`config.mk`:
```
export PLATFORM = sky130hd
export DESIGN_NAME = spike_rate_monitor
export DESIGN_NICKNAME = d
export VERILOG_FILES = /design/src/rtl/snn_pkg.sv /design/src/rtl/seg7_hex_decoder.sv /design/src/rtl/spike_rate_monitor.sv
export SDC_FILE = /design/constraint.sdc
export NUM_CORES = 1
export LEC_CHECK = 0
export BUFFER_PORTS_ARGS = -buffer_cell sky130_fd_sc_hd__buf_4
export CAP_MARGIN = 20
export CORE_ASPECT_RATIO = 1.4
export CORE_MARGIN = 2
export CORE_UTILIZATION = 50
export CTS_CLUSTER_SIZE = 28
export DETAILED_ROUTE_END_ITERATION = 8
export MAX_ROUTING_LAYER = met4
export PLACE_DENSITY = 0.76
export SLEW_MARGIN = 40
export SYNTH_ARGS = -nofsm -noshare
export SYNTH_HDL_FRONTEND = slang
export SYNTH_SLANG_ARGS = --single-unit
```
`constraint.sdc`:
```
create_clock -name clk -period 1.95 [get_ports clk]
set_input_delay 0.0975 -clock clk [delete_from_list [all_inputs] [get_ports clk]]
set_output_delay 0.0975 -clock clk [all_outputs]
set_load 0.03 [all_outputs]
```
`src/rtl/snn_pkg.sv`:
```
// Shared types and constants for the spiking-neuron display path.
// Latency: n/a (package only).
// Backpressure: n/a (package only).
package snn_pkg;

    // Native width of a firing-rate value as shown on the display.
    localparam int SNN_RATE_W = 8;

    // Segment pattern, bit order gfedcba (bit0 = segment a), active-high.
    typedef logic [6:0] seg7_t;

    // Active-high hex glyphs 0-9, A, b, C, d, E, F.
    localparam seg7_t SEG_HEX [0:15] = '{
        7'h3F, 7'h06, 7'h5B, 7'h4F, 7'h66, 7'h6D, 7'h7D, 7'h07,
        7'h7F, 7'h6F, 7'h77, 7'h7C, 7'h39, 7'h5E, 7'h79, 7'h71
    };

endpackage

```
`src/rtl/seg7_hex_decoder.sv`:
```
// Hex nibble to 7-segment glyph decoder (active-high, gfedcba).
// Latency: combinational, zero cycles.
// Backpressure: none; pure function of the input.
//
// Ports:
//   nibble : 4-bit value to display
//   seg    : segment pattern, bit0 = a
module seg7_hex_decoder
    import snn_pkg::*;
(
    input  logic [3:0] nibble,
    output seg7_t      seg
);

    assign seg = SEG_HEX[nibble];

endmodule

```
`src/rtl/spike_rate_monitor.sv`:
```
// Counts spike rising edges per window of enabled cycles and shows a hex digit of the rate.
// Latency: rate/rate_valid 1 cycle after the terminal window cycle; seg 1 cycle after rate/nib_sel.
// Backpressure: none; rate_valid is a one-cycle pulse that is not held for a consumer.
//
// Ports:
//   clk        : clock, all state on rising edge
//   reset      : synchronous, active-high
//   en         : count enable; when low the window stretches and outputs hold
//   spike_in   : spike level from the neuron
//   nib_sel    : 0 = show rate[3:0], 1 = show rate[7:4]
//   rate       : spike count of the last completed window (saturating)
//   rate_valid : one-cycle pulse when rate updates
//   overflow   : last completed window saturated
//   seg        : segment pattern gfedcba, bit0 = a
module spike_rate_monitor
    import snn_pkg::*;
#(
    parameter logic [23:0] WINDOW_CYCLES  = 24'd10_000_000,
    parameter int          CNT_W          = SNN_RATE_W,
    parameter bit          SEG_ACTIVE_LOW = 1'b0
)(
    input  logic             clk,
    input  logic             reset,
    input  logic             en,
    input  logic             spike_in,
    input  logic             nib_sel,
    output logic [CNT_W-1:0] rate,
    output logic             rate_valid,
    output logic             overflow,
    output seg7_t            seg
);

    localparam int               WC_W    = $clog2(WINDOW_CYCLES);
    localparam logic [WC_W-1:0]  WC_LAST = WC_W'(WINDOW_CYCLES - 24'd1);
    localparam logic [CNT_W-1:0] ACC_MAX = {CNT_W{1'b1}};
    localparam seg7_t            SEG_XOR = {7{SEG_ACTIVE_LOW}};
    localparam seg7_t            SEG_RST = SEG_HEX[0] ^ SEG_XOR;

    logic [WC_W-1:0]       wcnt;
    logic [CNT_W-1:0]      acc;
    logic                  sat;
    logic                  spike_q;

    logic                  spk_edge;
    logic                  terminal;
    logic                  acc_max;
    logic [CNT_W-1:0]      acc_inc;
    logic [SNN_RATE_W-1:0] rate_ext;
    logic [3:0]            nibble;
    seg7_t                 seg_dec;

    assign spk_edge = spike_in & ~spike_q;
    assign terminal = en & (wcnt == WC_LAST);
    assign acc_max  = (acc == ACC_MAX);
    // Saturating increment; the terminal-cycle edge uses this too so it
    // lands in the window that is closing.
    assign acc_inc  = acc_max ? acc : acc + CNT_W'(1);

    // Narrow counters are zero-extended so the high nibble reads as zero.
    generate
        if (CNT_W >= SNN_RATE_W) begin : g_rate_trunc
            assign rate_ext = rate[SNN_RATE_W-1:0];
        end else begin : g_rate_pad
            assign rate_ext = {{(SNN_RATE_W-CNT_W){1'b0}}, rate};
        end
    endgenerate

    assign nibble = nib_sel ? rate_ext[7:4] : rate_ext[3:0];

    seg7_hex_decoder u_seg_dec (
        .nibble (nibble),
        .seg    (seg_dec)
    );

    always_ff @(posedge clk) begin
        if (reset) begin
            wcnt       <= '0;
            acc        <= '0;
            sat        <= 1'b0;
            spike_q    <= 1'b0;
            rate       <= '0;
            rate_valid <= 1'b0;
            overflow   <= 1'b0;
            seg        <= SEG_RST;
        end else begin
            // Edge history tracks the input even while disabled, so an edge
            // that happens during en = 0 is consumed and never counted later.
            spike_q    <= spike_in;
            rate_valid <= 1'b0;
            if (en) begin
                if (terminal) begin
                    wcnt       <= '0;
                    acc        <= '0;
                    sat        <= 1'b0;
                    rate       <= spk_edge ? acc_inc : acc;
                    overflow   <= sat | (spk_edge & acc_max);
                    rate_valid <= 1'b1;
                end else begin
                    wcnt <= wcnt + WC_W'(1);
                    if (spk_edge) begin
                        if (acc_max) begin
                            sat <= 1'b1;
                        end else begin
                            acc <= acc_inc;
                        end
                    end
                end
                seg <= seg_dec ^ SEG_XOR;
            end
        end
    end

endmodule

```
* After elaboration in Yosys (flattened, before gate mapping) *
Memory sizes are Yosys's and may differ from the RTL's. A register that Yosys moved wholly into a read port is not among the register bits.
Cells that the tools add are included.

word-level totals
  register bits = 44
  bits in read-only memories = 112
  output and inout port bits = 17
  memories kept = 1

memory list
  memory            words  width  rd ports  clocked after Yosys merged registers in  write ports  line                    source
  (name not given)  16     7      1         1                                        0            seg7_hex_decoder.sv:15  assign seg = SEG_HEX[nibble];

operators by class
  bitwise operators = 7
  add/sub/neg operators = 2
  equality and inequality tests = 3
  multiplexer cells = 11
  reductions and logical operators = 6

operators by type and width
  cell                                           number
  two-way mux 8 bit                              5
  adder 24 x 1 -> 24 bit, second input constant  1
  == test 24 bit, second input constant          1
  two-way mux 24 bit                             1
  adder 8 x 1 -> 8 bit, second input constant    1
  == test 8 bit, second input constant           1
  AND reduction 3 bit                            2
  inverter 4 -> 5 bit                            1
  two-way mux 1 bit                              4
  two-way mux 4 bit                              1
  nonzero test 2 bit                             2
  bitwise AND 1 bit                              3
  != test 2 bit, second input constant           1
  inverter 1 bit                                 2
  AND reduction 2 bit                            1
  OR reduction 2 bit                             1
  OR 1 bit                                       1

* Logic depth before layout (Yosys ltp) *
  depth in word-level cells = 5
  gate-level depth with buffers = 7
  mapped depth without buffers = 6

* Cells and area by module *
Synthesis repeated with hierarchy kept, for this count alone.

second synthesis, totals
  cell total of the unflattened synthesis = 283
  area, all modules = 2,573.7 um^2

modules (own cells, without submodules)
  module              sequential area each (um^2)  cells an instance  area each (um^2)  instances
  spike_rate_monitor  1,021.0                      250                2,283.4           1
  seg7_hex_decoder    0.0                          33                 290.3             1

* Worst setup path before layout *
No wires, ideal clock.

  kind = reg2reg
  start point = register wcnt[0]
  end point = register wcnt[22]
  path buffers = 0
  stages on the path, launching flop included = 6
  required time = 1,879 ps
  slack = -44 ps
  arrival time = 1,924 ps
  period minus slack after synthesis = 1,994 ps
  cell sequence = dfxtp_1 > ha_1 > nand3_1 > or4_2 > or4_1 > a21oi_1

between the ends
  word-level cells in the longest chain between the ends = 3

RTL lines
  element                                                                         line                      source
  start, declared                                                                 spike_rate_monitor.sv:39  logic [WC_W-1:0] wcnt;
  start signal, assigned                                                          spike_rate_monitor.sv:99  wcnt <= wcnt + WC_W'(1);
  parallel branches: the longest is 2 deep, another holds adder 24 x 1 -> 24 bit  --
  two-way mux 24 bit *                                                            spike_rate_monitor.sv:91  if (terminal) begin

Every way passes the cells marked *.
A chain may end at the register's enable or synchronous reset.

* Worst setup path in the final report *
  start point = register wcnt[6]
  end point = register wcnt[13]

The elaborated chain is that of the path after synthesis.

==> results.sh <==
export IMPL_grt_antenna_before_repair=0
export IMPL_drive_gt1_share_pct=22.2
export IMPL_root_buffer="clkbuf_8"
export IMPL_detail_route_wl_per_cell_um=14.8
export IMPL_path_cells="nand4_4, buf_4, or3_2, or4_4, a21oi_2"
export IMPL_drv_slew=0
export IMPL_cts_buffers=5
export IMPL_first_global_vias=2384
export IMPL_synth_cell_area_um2=2680
export IMPL_slew_headroom_pct=57.8
export IMPL_cpLargestDelayFamily="simple AND/OR/NAND/NOR gates"
export IMPL_hold_depth=2
export IMPL_dr_pass1_iters=4
export IMPL_dpl_hpwl_mm=4.50
export IMPL_clockBufferDepth=2
export IMPL_syn_avg_cell_area_um2=8.64
export IMPL_ys_flop_type="dfxtp_1"
export IMPL_portBuffers=21
export IMPL_path_buf_inv=1
export IMPL_grt_first_pass_wirelength_mm=10.7
export IMPL_synth_seq_cells=51
export IMPL_hold_viol_final=0
export IMPL_hp_class="in -> reg"
export IMPL_routed_wl_mm=6.21
export IMPL_cts_resized_gates=0
export IMPL_die_h_um=90.6
export IMPL_dieArea_um2=5970
export IMPL_start_kind="flop"
export IMPL_path_clk_slew_ps=90
export IMPL_ctsHoldBuffers=0
export IMPL_grt_total_usage_pct=23.2
export IMPL_synth_edff_count=0
export IMPL_worstSetupEndpointType="flop"
export IMPL_vias=2502
export IMPL_fin_worst_skew_ps=9.52
export IMPL_vias_per_cell=5.99
export IMPL_clock_latency_ps=300
export IMPL_netlist_instances=310
export IMPL_post_cts_buffers=0
export IMPL_rsz0062_at_grt="no"
export IMPL_tightest_slew_ps=621
export IMPL_fmax_mhz=535
export IMPL_start_util_pct=51.9
export IMPL_place_ws_ps=48.6
export IMPL_ant_nets=0
export IMPL_ir_drop_v=0.000400
export IMPL_critPathArrivalTime_ps=2100
export IMPL_slowest_stage="or4_4"
export IMPL_fin_tns_setup_ps=0
export IMPL_reg2reg_depth=5
export IMPL_post_route_period_util_pct=95.8
export IMPL_synthesis_nets=324
export IMPL_min_period_ps=1870
export IMPL_p_per_area_nw_per_um2=552
export IMPL_gr_total_overflow=0
export IMPL_power_leakage_nw=1.19
export IMPL_cp_max_fo=6
export IMPL_n_antenna_cell=0
export IMPL_max_cap_violations=0
export IMPL_ys_async_sr_fraction_pct=0
export IMPL_place_gp_congestion=0.903
export IMPL_cts_sinks=51
export IMPL_grt_max_degree=25
export IMPL_yosys_warnings=0
export IMPL_fin_ws_ps=81.5
export IMPL_drc_errors=0
export IMPL_core_area_um2=5160
export IMPL_drt_iter0_drc=136
export IMPL_crit_type="reg -> reg"
export IMPL_cp_depth=5
export IMPL_cts_tree="yes"
export IMPL_cp_required_ps=2190
export IMPL_yosysSeqAreaShare_pct=38.1
export IMPL_area_growth_syn_to_layout_pct=19.5
export IMPL_holdWs_ps=45.9
export IMPL_setup_viol=0
export IMPL_outcome="finished clean"
export IMPL_netlist_cell_type_count=46
export IMPL_htreeDepth=2
export IMPL_num_io_pins=22
export IMPL_fp_row_count=31
export IMPL_die_x_um=65.9
export IMPL_slowest_delay_ps=530
export IMPL_final_nets=365
## flip-flops by register name (all words and copies together), names as in the netlist
name	flops
acc	8
spike_q	1
wcnt	24
rate	8
overflow	1
sat	1
rate_valid	1
seg	7
## final timing paths
check                           startpoint       end  slack [ps]
worst max-delay path               wcnt[6]  wcnt[13]          80
worst min-delay path              spike_in   spike_q          50
worst max register to register     wcnt[6]  wcnt[13]          80
worst min register to register      seg[6]    seg[6]         470
## per-stage QoR
stage	util, %	power, mW	instances	instance area (um2)
after floorplan	-	1.15	310	2690
after global placement	60.0	1.19	410	3100
after detailed placement	60.1	1.20	410	3100
after CTS	61.7	1.77	418	3180
after global routing	62.1	1.84	418	3200
final	62.1	1.77	418	3200
## layout by cell type (no fill, tap or decap), types with 3 or more instances in the layout
cell / netlist / final
nand4_1: 12 / 12
or3_1: 4 / 4
o2111ai_1: 6 / 6
inv_1: 6 / 6
a21oi_1: 33 / 32
a21o_1: 4 / 4
and4b_1: 3 / 3
nor2_1: 25 / 25
mux2i_1: 9 / 8
a211o_1: 3 / 3
nand3_1: 12 / 12
o31ai_1: 7 / 7
nand2_1: 19 / 19
nor3_1: 7 / 7
or3_2: 3 / 3
o211ai_1: 4 / 4
nor4b_1: 3 / 3
a311oi_1: 3 / 3
ha_1: 9 / 8
o21ai_0: 15 / 15
clkbuf_8: 0 / 5
xnor2_1: 7 / 7
buf_4: 0 / 49
dfxtp_2: 0 / 8
and3_1: 6 / 6
xor2_1: 8 / 8
dfxtp_1: 51 / 43
a211oi_1: 4 / 4
or4_1: 7 / 6
nor2b_1: 4 / 4
## metal layers
metal	vias to the layer above	global-route usage (%)	part of all wire [%]	routed length, um
li1	1242	-	-	-
met5	-	-	0	0
met2	60	38.6	52	3220
met1	1188	27.5	42	2630
met3	12	3.99	3.2	200
met4	0	8.68	2.5	155
## power by group
group          internal (mW)  total [mW]  switching [mW]
Combinational         0.0443       0.112          0.0676
Clock                  0.253       0.595           0.342
Sequential              1.05        1.06         0.00866
Total                   1.35        1.77           0.418
## synthesized netlist by cell type, types with 2 or more instances
| library cell | n | area share (%) |
|---|---|---|
| a211o_1 | 3 | 0.98 |
| a211oi_1 | 4 | 1.1 |
| a21o_1 | 4 | 1.1 |
| a21oi_1 | 33 | 6.2 |
| a311oi_1 | 3 | 0.98 |
| and3_1 | 6 | 1.4 |
| and4_1 | 2 | 0.65 |
| and4b_1 | 3 | 1.1 |
| buf_1 | 2 | 0.28 |
| buf_2 | 2 | 0.37 |
| clkbuf_1 | 12 | 1.7 |
| dfxtp_1 | 51 | 38 |
| ha_1 | 9 | 4.2 |
| inv_1 | 6 | 0.84 |
| mux2i_1 | 9 | 3.4 |
| nand2_1 | 19 | 2.7 |
| nand2b_1 | 2 | 0.47 |
| nand3_1 | 12 | 2.2 |
| nand3b_1 | 2 | 0.56 |
| nand4_1 | 12 | 2.8 |
| nand4b_1 | 2 | 0.65 |
| nor2_1 | 25 | 3.5 |
| nor2b_1 | 4 | 0.93 |
| nor3_1 | 7 | 1.3 |
| nor4b_1 | 3 | 0.98 |
| o2111ai_1 | 6 | 2.0 |
| o211ai_1 | 4 | 1.1 |
| o21ai_0 | 15 | 2.8 |
| o31ai_1 | 7 | 2.0 |
| or3_1 | 4 | 0.93 |
| or3_2 | 3 | 0.84 |
| or4_1 | 7 | 2.0 |
| xnor2_1 | 7 | 2.3 |
| xor2_1 | 8 | 2.6 |
## final cells by class
cell class,instances,area [um2]
clock buffers,7,76.3
flip-flops and latches,51,1030
repair buffers,51,399
well taps,66,82.6
multi-input cells,236,1590
fillers,473,1960
clock inverters,1,5.00
inverters,6,22.5
## cells by family after synthesis
family	synth area share (%)
DFF	38.1
AOI/OAI and AO/OA	19.8
xor gates and xnor gates	4.90
buffers and inverters	3.60
adders and majority gates	4.20
and+or+nand+nor	24.8
muxes	4.62
Power figures use the tool's default switching activity.
